==> src/rtl/led_frame_scheduler.sv <==
// Double-buffered 8x8 red/green frame store with row-scan prescaler; swaps only on frame_done.
// Optional LED_FRAME_CNT_EN adds a 16-bit frame_count output.
module led_frame_scheduler #(
  parameter int TICK_DIV = 1000,
  parameter int CNT_W    = 10
) (
  input  logic                 clock,
  input  logic                 reset,
  input  logic                 wr_en,
  input  logic [2:0]           wr_row,
  input  logic [2:0]           wr_col,
  input  logic [1:0]           wr_color,
  input  logic                 clear_req,
  input  logic                 swap_req,
  output logic                 busy,
  output logic                 swap_ack,
  output logic                 scan_tick,
  output logic [2:0]           scan_row,
  output logic                 frame_done,
`ifdef LED_FRAME_CNT_EN
  output logic [15:0]          frame_count,
`endif
  output logic [7:0][7:0]      red_array,
  output logic [7:0][7:0]      green_array
);

  typedef enum logic [1:0] {
    ST_IDLE      = 2'd0,
    ST_CLEAR     = 2'd1,
    ST_SWAP_WAIT = 2'd2
  } state_t;

  localparam logic [CNT_W-1:0] TICK_LAST = CNT_W'(TICK_DIV - 1);
  localparam logic [CNT_W-1:0] CNT_ONE   = CNT_W'(1);

  logic [CNT_W-1:0]       presc_q;
  logic [2:0]             row_q;
  state_t                 state_q;
  logic [2:0]             clr_row_q;
  logic                   pend_q;
  logic                   pend_d;
  logic                   front_q;
  logic                   back_sel;
  logic                   swap_ack_q;
  logic [1:0][7:0][7:0]   red_q;
  logic [1:0][7:0][7:0]   green_q;

  assign scan_tick  = (presc_q == TICK_LAST);
  assign frame_done = scan_tick && (row_q == 3'd7);
  assign scan_row   = row_q;
  assign busy       = (state_q != ST_IDLE);
  assign swap_ack   = swap_ack_q;
  assign back_sel   = ~front_q;
  assign pend_d     = pend_q | swap_req;

  assign red_array   = red_q[front_q];
  assign green_array = green_q[front_q];

  // Row-scan timebase runs regardless of FSM state.
  always_ff @(posedge clock) begin
    if (reset) begin
      presc_q <= '0;
      row_q   <= 3'd0;
    end else if (scan_tick) begin
      presc_q <= '0;
      row_q   <= row_q + 3'd1;
    end else begin
      presc_q <= presc_q + CNT_ONE;
    end
  end

  // Writes and clears only ever touch the back buffer; front changes only by the swap.
  always_ff @(posedge clock) begin
    if (reset) begin
      state_q    <= ST_IDLE;
      clr_row_q  <= 3'd0;
      pend_q     <= 1'b0;
      front_q    <= 1'b0;
      swap_ack_q <= 1'b0;
      red_q      <= '0;
      green_q    <= '0;
    end else begin
      swap_ack_q <= 1'b0;
      case (state_q)
        ST_IDLE: begin
          if (wr_en) begin
            red_q[back_sel][wr_row][wr_col]   <= wr_color[0];
            green_q[back_sel][wr_row][wr_col] <= wr_color[1];
          end
          if (clear_req) begin
            state_q   <= ST_CLEAR;
            clr_row_q <= 3'd0;
            pend_q    <= swap_req;
          end else if (swap_req) begin
            state_q <= ST_SWAP_WAIT;
          end
        end
        ST_CLEAR: begin
          red_q[back_sel][clr_row_q]   <= 8'h00;
          green_q[back_sel][clr_row_q] <= 8'h00;
          if (clr_row_q == 3'd7) begin
            pend_q  <= 1'b0;
            state_q <= pend_d ? ST_SWAP_WAIT : ST_IDLE;
          end else begin
            clr_row_q <= clr_row_q + 3'd1;
            pend_q    <= pend_d;
          end
        end
        ST_SWAP_WAIT: begin
          if (frame_done) begin
            front_q    <= ~front_q;
            swap_ack_q <= 1'b1;
            state_q    <= ST_IDLE;
          end
        end
        default: state_q <= ST_IDLE;
      endcase
    end
  end

`ifdef LED_FRAME_CNT_EN
  logic [15:0] frame_cnt_q;

  always_ff @(posedge clock) begin
    if (reset) begin
      frame_cnt_q <= 16'd0;
    end else if (frame_done) begin
      frame_cnt_q <= frame_cnt_q + 16'd1;
    end
  end

  assign frame_count = frame_cnt_q;
`endif

endmodule

==> config.mk <==
export PLATFORM = sky130hd
export DESIGN_NAME = led_frame_scheduler
export DESIGN_NICKNAME = d
export VERILOG_FILES = /design/src/rtl/led_frame_scheduler.sv
export SDC_FILE = /design/constraint.sdc
export NUM_CORES = 1
export LEC_CHECK = 0
export BUFFER_PORTS_ARGS = -buffer_cell sky130_fd_sc_hd__buf_4
export CAP_MARGIN = 20
export CORE_MARGIN = 10
export CORE_UTILIZATION = 45
export DETAILED_ROUTE_END_ITERATION = 16
export HOLD_SLACK_MARGIN = 0.08
export PLACE_DENSITY = 0.71
export RECOVER_POWER = 50
export SLEW_MARGIN = 10
export SYNTH_ARGS = -nofsm -noshare
export SYNTH_HDL_FRONTEND = slang
export SYNTH_SLANG_ARGS = --single-unit
==> constraint.sdc <==
create_clock -name clock -period 2.2 [get_ports clock]
set_input_delay 0 -clock clock [delete_from_list [all_inputs] [get_ports clock]]
set_output_delay 0 -clock clock [all_outputs]
set_load 0.005 [all_outputs]
# Word level (Yosys, flattened, before mapping)
# Cells that the tools add are included.
[word_totals]
ff_bits = 277
inputBits = 13
[op_classes]
addsub = 3
magnitude_cmp = 9
n_eq_ne = 11
n_mux = 33
bitwise_logic = 6
reduce_logical = 15
[ops]
columns = ["cell", "count"]
rows = [
  ["$pmux 128 s2", 2],
  ["$mux 64", 6],
  ["$and 128x128->128", 2],
  ["$bwmux 128", 2],
  ["$mux 128", 2],
  ["$demux 64 s1", 2],
  ["$not 128->128", 1],
  ["$demux 8 s3", 2],
  ["$mux 8", 2],
  ["$lt 3x4->1 const B", 3],
  ["$add 10x1->10 const B", 1],
  ["$eq 10x10->1 const B", 1],
  ["$mux 2", 5],
  ["$ne 2x2->1 const B", 5],
  ["$ge 3x1->1 const B", 3],
  ["$add 3x1->3 const B", 2],
  ["$eq 3x3->1 const B", 2],
  ["$mux 3", 2],
  ["$pmux 2 s3", 1],
  ["$pmux 3 s2", 1],
  ["$reduce_and 2->1", 3],
  ["$reduce_and 3->1", 2],
  ["$logic_and 1x1->1", 5],
  ["$lt 1x2->1 const B", 2],
  ["12 further kinds", 18],
]

# Longest topological paths before layout
# Gate-level depths: netlist of run 1.
[depth]
depth_word = 11
depth_mapped = 8
ltp_nobuf = 6

# Worst setup path after synthesis of run 1
# OpenSTA, ideal clock, no wires.
[synth_timing]
path_kind = "flip-flop to flip-flop"
start = "register presc_q[0]"
end = "register front_q"
arrival_ns = 1.531
slack_ns = 0.598
path_stages_with_launch = 6
n_path_buf = 0
path_cell_list = "dfxtp_1 > ha_1 > and2_1 > nand4_1 > or4_1 > a21oi_1"
[synth_via]
elab_chain_len = 3
[synth_rtl]
columns = ["element", "line_no", "source"]
rows = [
  ["start, declared", "36", "logic [CNT_W-1:0] presc_q;"],
  ["start signal, assigned", "68", "presc_q <= presc_q + CNT_ONE;"],
  ["$eq 10x10->1", "48", "assign scan_tick = (presc_q == TICK_LAST);"],
  ["$logic_and 1x1->1", "49", "assign frame_done = scan_tick && (row_q == 3'd7);"],
  ["$reduce_and 2->1 (no line)", "--", ""],
  ["end signal, assigned", "111", "front_q <= ~front_q;"],
  ["end, declared", "42", "logic front_q;"],
]
# No other way between the ends.
# A chain may end at the register's enable or synchronous reset.

# Worst setup path in the final report of run 1
[layout_timing]
start = "register front_q"
end = "register green_q[102] (netlist name)"
[layout_via]
elab_chain_len = 8
elab_cells_between_ends = 13
[layout_rtl]
columns = ["element", "line_no", "source"]
rows = [
  ["$not 1->1 (*)", "53", "assign back_sel = ~front_q;"],
  ["$lt 1x2->1 (not written as such) / $ge 1x1->1 (equally long branches)", "88, 100", ""],
  ["$logic_and 1x1->1 (not written as such)", "88, 100", ""],
  ["$mux 64 (on tied branches)", "88, 100", ""],
  ["$demux 64 s1 (on tied branches)", "88, 100", ""],
  ["$bwmux 128 / $not 128->128 (equally long branches)", "--", ""],
  ["$mux 128 / $and 128x128->128 (equally long branches)", "--", ""],
  ["$pmux 128 s2 (*)", "84", "case (state_q)"],
  ["end signal, assigned by index", "88", "green_q[back_sel][wr_row][wr_col] <= wr_color[1];"],
  ["end, declared", "46", "logic [1:0][7:0][7:0] green_q;"],
]
# Every way passes the cells marked *; elsewhere a longest branch is shown, timed or not. The select of a mux whose other input is x is not followed.

==> results of run 1 <==
sequential cells by signal (all words and copies together) (netlist names):
signal / flops
swap_ack: 1
green_q: 128
state_q: 2
red_q: 128
front_q: 1
scan_row: 3
clr_row_q: 3
pend_q: 1
presc_q: 10
synthesized netlist by cell type, types with 3 or more instances:
cell,instances,area (sq um)
a21oi_1,262,1310
a31oi_1,6,37.5
and2_1,3,18.8
and3_1,6,37.5
and3b_1,3,26.3
and4_1,3,26.3
and4b_1,7,70.1
and4bb_2,5,62.6
buf_1,4,15.0
buf_2,96,480
buf_4,8,60.1
buf_6,3,33.8
clkbuf_1,97,364
dfxtp_1,277,5550
ha_1,5,62.6
inv_1,12,45.0
mux2_2,128,1440
nand2_1,91,342
nand2b_1,5,31.3
nand3_1,409,2050
nand3b_1,4,30.0
nand4_1,130,813
nand4b_1,4,35.0
nor2_1,25,93.8
nor2b_1,7,43.8
nor3_1,19,95.1
nor3_2,9,90.1
nor3b_1,3,22.5
nor4_1,4,25.0
nor4b_2,4,60.1
nor4b_4,3,71.3
nor4bb_1,5,50.1
o21ai_0,27,135
o32ai_1,6,52.6
or3_1,3,18.8
xnor2_1,6,52.6
xor2_1,3,26.3
critical path: cells and delay by family, from the launching register on:
kind	cells	cell delay, ns
and+or+nand+nor	3	0.94
AOI/OAI and AO/OA	1	0.11
DFF	1	0.42
buffers and inverters	1	0.57
cell type report:
| class | count | area share |
|---|---|---|
| multi-input combinational | 1218 | 0.458 |
| sequential | 277 | 0.338 |
| timing repair buffer | 208 | 0.107 |
| clock buffer | 46 | 0.0568 |
| tap | 396 | 0.0302 |
| clock inverter | 10 | 0.00648 |
| inverter | 12 | 0.00274 |
what timing repair did:
action	4_1_cts	5_1_grt
endpoints found under the setup margin	0	12
hold buffers	13	0
resized for setup	0	5
hold endpoints to repair	159	0
cells by family after synthesis:
logic type	count (synthesis)	share of synthesized area
multiplexers	129	0.104
buffers and inverters	220	0.0714
AO/OA/AOI/OAI	310	0.115
AND/OR/NAND/NOR	765	0.303
flip-flops	277	0.396
XOR/XNOR	9	0.00563
adder cells (fa/ha/maj)	5	0.00447
where the power goes:
| part | total (mW) | switching (mW) | internal (mW) |
|---|---|---|---|
| Combinational | 0.766 | 0.577 | 0.189 |
| Sequential | 5.05 | 0.0199 | 5.03 |
| Clock | 5.26 | 2.12 | 3.14 |
| Total | 11.1 | 2.72 | 8.36 |
path summary, 6_finish.rpt:
| check | from | to | slack [ns] | cells after the start |
|---|---|---|---|---|
| worst max register to register | front_q$_SDFFE_PP0P_ | green_q[102]$_SDFFE_PP0P_ | 0.08 | 5 |
| worst min-delay path | wr_col[2] | green_q[14]$_SDFFE_PP0P_ | 0.13 | 5 |
| worst max-delay path | front_q$_SDFFE_PP0P_ | green_q[102]$_SDFFE_PP0P_ | 0.08 | 5 |
| worst min register to register | red_q[105]$_SDFFE_PP0P_ | red_q[105]$_SDFFE_PP0P_ | 0.46 | 2 |
stage by stage:
step	util	setup WS, ns
6_report	0.535	0.0780
5_1_grt	0.535	0.00989
4_1_cts	0.537	0.0186
3_5_place_dp	0.498	0.291
3_3_place_gp	0.498	0.321
2_1_floorplan	-	0.598
routing by layer:
layer | wire length, um | vias to the layer above | GRT usage
li1 | - | 6368 | -
met1 | 18400 | 6482 | 0.285
met2 | 20700 | 554 | 0.343
met3 | 3500 | 57 | 0.0343
met4 | 765 | 0 | 0.0503
met5 | 0 | - | 0
==> flow_summary_export.csv, run 1 <==
group,metric,value,unit
timing,slew_viol_final,0,
timing,rsz0062_at_grt,"no",
critical_path,crit_path_max_incr_delay,0.68,ns
place,dp.cells,2099,
layout,diodes,0,
floorplanning,die_w,196,um
routing,vias_per_cell,6.21,
layout,drive_gt1_frac,0.231,
clock_tree,cts_tree,"built",
floorplanning,io_pins,148,
yosys,ys_seq_area_frac,0.396,
clock_tree,clockRootBuffer,"clkbuf_16",
power,peakVddDrop,0.000558,V
floorplanning,std_cell_rows,64,
yosys,ys.warnings.count,0,
critical_path,start_kind,"flip-flop",
yosys,netlist_area,0.0140,sq mm
timing,worst_clock_skew,0.00716,ns
yosys,syn_avg_cell_area,8.16,sq um
timing,max_slew.worst_pin.slew,0.802,ns
timing,min_period,2.12,ns
timing,hold_viol,0,
job,maxCapViolations,0,
routing,drt-initial-drc-count,1274,
layout,final_common_cell,"nand3_1",
place,dpl_cell_area,0.0153,sq mm
layout,final_area,0.0164,sq mm
clock_tree,clock_latency,0.56,ns
place,gp_congestion,0.849,
clock_tree,cts.reportedPaths.clkPinSlew,0.06,ns
layout,stdcell_count,2167,
clock_tree,ctsLongestPathBuffers,3,
critical_path,required,2.69,ns
routing,wirelength,43.4,mm
global_routing,grt_pass1_wl,68.5,mm
routing,vias,13461,
critical_path,arrival,2.61,ns
clock_tree,cts_made_buffers,30,
critical_path,crit_chain,"or4b_4, nor3_2, nand2_1, dlygate4sd3_1, a21oi_1",
layout,fillers,2873,
clock_tree,cts_setup_buffers,0,
critical_path,end_kind,"flip-flop",
timing,setup_viol,0,
place,dpl.hpwl,26.6,mm
timing,min_period_over_period,0.965,
global_routing,grt_max_degree,89,
yosys,synth-edff-count,0,
layout,register_area,0.00555,sq mm
timing,slew_headroom,0.460,
critical_path,cp_max_fo,20,
global_routing,grt_pass1_vias,12343,
global_routing,grt_antenna_before_repair,0,
routing,antenna_left,0,
floorplanning,core_area,0.0307,sq mm
yosys,async_flop_share,0,
layout,nets,1765,
routing,drt_first_pass_iters,5,
floorplanning,die_area,0.0385,sq mm
routing,drc,0,
clock_tree,h-tree-depth,1,
power,power.total,11.1,mW
power,power_leakage,5.55,nW
global_routing,grt.overflow.total,0,
timing,tns,0,ns
floorplanning,die_h,196,um
clock_tree,cts.sinks,277,
run_status,outcome,"completed",
timing,holdWs,0.127,ns
critical_path,crit_type,"reg2reg",
worst_hold_path,hp-class,"in2reg",
yosys,yosysUniqueCellTypes,54,
yosys,synth-seq-cells,277,
layout,final_cell_mix,"nand3_1, dfxtp_1, a21oi_1, buf_4, nand4_1",
floorplanning,start_util,0.456,
yosys,syn_inst,1715,
timing,fmax,471,MHz
critical_path,slowest_stage,"or4b_4",
routing,wl_per_cell,20.0,um
yosys,syn_nets,1733,
place,port_buffers,147,
yosys,synth-main-ff-cell,"dfxtp_1",
global_routing,grtUsageTotal,0.211,
layout,multi_input_area,0.00752,sq mm
layout,areaGrowthSynthToFinish,17.3,%
power,power_density,675,mW/mm^2
Note: power is estimated with default switching activity, not from simulation.
==> inputs of run 2 (changes only) <==
CORE_ASPECT_RATIO = 2   (was default)
==> run 2 against run 1 <==
Compared with the run above:
- total power down 6.0%
- worst setup slack improved by 0.039 ns
- clock skew is 0.0058 ns higher
- combinational power hardly changed
- final area is 1.5% lower
- sequential power hardly changed
- critical path type unchanged
- register-to-register slack improved by 0.04 ns
- clock power decreased by 13%
- routed wire length rose by 0.60%
- critical endpoint is now green_q[105]$_SDFFE_PP0P_
==> flow_summary_export.csv, run 2 (synthesized netlist as in run 1, its figures left out) <==
group,metric,value,unit
critical_path,crit_type,"reg2reg",
global_routing,grt_pass1_vias,12952,
global_routing,global_route.usage.met2,0.372,
power,power_density,644,mW/mm^2
critical_path,required,2.66,ns
timing,worst_clock_skew,0.0130,ns
timing,min_period_over_period,0.947,
layout,top_regs,"green_q: 128 flops, red_q: 128 flops, presc_q: 10 flops",
routing,drt_first_pass_iters,7,
clock_tree,cts.sinks,277,
critical_path,r2r_start,"state_q[1]$_SDFFE_PP0P_",
clock_tree,clockRootBuffer,"clkbuf_16",
critical_path,cp_max_fo,47,
critical_path,slowest_stage,"dfxtp_1",
floorplanning,io_pins,148,
critical_path,crit_path_max_incr_delay,0.44,ns
layout,areaGrowthSynthToFinish,15.5,%
clock_tree,ctsLongestPathBuffers,3,
floorplanning,std_cell_rows,91,
routing,wirelength,43.7,mm
global_routing,grtUsageTotal,0.215,
clock_tree,cts_made_buffers,25,
place,gp_congestion,0.865,
power,peakVddDrop,0.000650,V
layout,diodes,0,
global_routing,grt_max_degree,123,
critical_path,crit_chain,"buf_4, nor4b_4, buf_12, buf_6, and3_1, nand2_1, a21oi_1",
place,pre_cts_slack,0.221,ns
layout,register_area,0.00555,sq mm
routing,drt-initial-drc-count,1248,
critical_path,crit_family,"buffers and inverters",
timing,layout_setup_ws,0.117,ns
floorplanning,die_h,269,um
clock_tree,cts.reportedPaths.clkPinSlew,0.07,ns
floorplanning,core_area,0.0307,sq mm
global_routing,grt.overflow.total,0,
critical_path,arrival,2.55,ns
global_routing,grt_antenna_before_repair,0,
layout,final_common_cell,"nand3_1",
routing,drc,0,
critical_path,startpoint,"state_q[1]$_SDFFE_PP0P_",
clock_tree,h-tree-depth,1,
clock_tree,cts_tree,"built",
job,maxCapViolations,0,
timing,rsz0062_at_grt,"no",
clock_tree,cts_setup_buffers,0,
timing,setup_viol,0,
timing,max_slew.worst_pin.slew,0.696,ns
layout,nets,1764,
routing,vias_per_cell,6.33,
routing,antenna_left,0,
critical_path,path_buf_inv,3,
routing,vias,13521,
timing,hold_viol,0,
worst_hold_path,hp-class,"in2reg",
place,port_buffers,147,
worst_hold_path,min_from,"wr_col[0]",
layout,drive_gt1_frac,0.222,
clock_tree,clock_latency,0.53,ns
timing,fmax,480,MHz
floorplanning,die_w,145,um
routing,wl_per_cell,20.5,um
layout,final_cell_mix,"nand3_1, dfxtp_1, a21oi_1, buf_4, nand4_1",
timing,min_period,2.08,ns
timing,tns,0,ns
floorplanning,die_area,0.0390,sq mm
timing,slew_headroom,0.536,
critical_path,start_kind,"flip-flop",
layout,multi_input_area,0.00753,sq mm
global_routing,grt_use_met3,0.0294,
critical_path,end_kind,"flip-flop",
timing,slew_viol_final,0,
global_routing,gr-usage-met1,0.238,
layout,fillers,2898,
run_status,outcome,"completed",
global_routing,grt_pass1_wl,68.6,mm
power,power_leakage,5.42,nW
floorplanning,start_util,0.455,
place,dpl.hpwl,28.2,mm
global_routing,gr-max-usage-layer,"met2",
[run 2: cell types whose count changed in the layout (fill, tap and decap cells not counted), moves of 5 or more]
| cell | previous run | this run |
|---|---|---|
| clkbuf_16 | 31 | 26 |
| clkbuf_1 | 7 | 18 |
| mux2_1 | 6 | 1 |
| buf_4 | 173 | 159 |
| clkbuf_4 | 4 | 12 |
| mux2_2 | 122 | 127 |
[run 2: what timing repair did]
action / 4_1_cts / 5_1_grt
gates resized for setup: 2 / 0
hold endpoints to repair: 97 / 0
setup endpoints to repair: 16 / 0
hold buffers: 10 / 0
[run 2: routing by layer]
| metal | vias to the layer above | share of wire |
|---|---|---|
| li1 | 6351 | - |
| met1 | 6521 | 0.37 |
| met2 | 531 | 0.51 |
| met3 | 118 | 0.057 |
| met4 | 0 | 0.060 |
| met5 | - | 0 |
[run 2: power by group]
part           switching [mW]  internal, mW
registers              0.0254          5.03
clock network            1.93          2.66
logic                   0.569         0.199
[run 2: path summary, 6_finish.rpt]
path / end / slack, ns / depth (start not counted)
max reg2reg: green_q[105]$_SDFFE_PP0P_ / 0.12 / 7
max: green_q[105]$_SDFFE_PP0P_ / 0.12 / 7
min: red_q[9]$_SDFFE_PP0P_ / 0.13 / 4
min reg2reg: presc_q[0]$_SDFF_PP0_ / 0.45 / 1
[run 2: area by class of cell]
class | instances | share of cell area
clock inverter | 5 | 0.00464
sequential | 277 | 0.343
multi-input combinational | 1218 | 0.466
clock buffer | 39 | 0.0482
tap | 372 | 0.0288
timing repair buffer | 212 | 0.106
inverter | 12 | 0.00279
[run 2: per-stage QoR]
stage           util  area [sq um]  power [mW]  cells  hold WS, ns
5_1_grt        0.526         16200        10.7   2135        0.144
2_1_floorplan      -         14000        5.68   1715        0.203
3_5_place_dp   0.497         15300        5.91   2081        0.360
6_report       0.526         16200        10.4   2135        0.134
4_1_cts        0.529         16300        10.5   2135        0.106
3_3_place_gp   0.497         15300        5.90   2081        0.347
[run 2: worst register-to-register path, cell delays in order, from the launching register on]
cell,delay (ns)
dfxtp_1,0.44
buf_4,0.23
nor4b_4,0.31
buf_12,0.29
buf_6,0.31
and3_1,0.21
nand2_1,0.05
a21oi_1,0.17
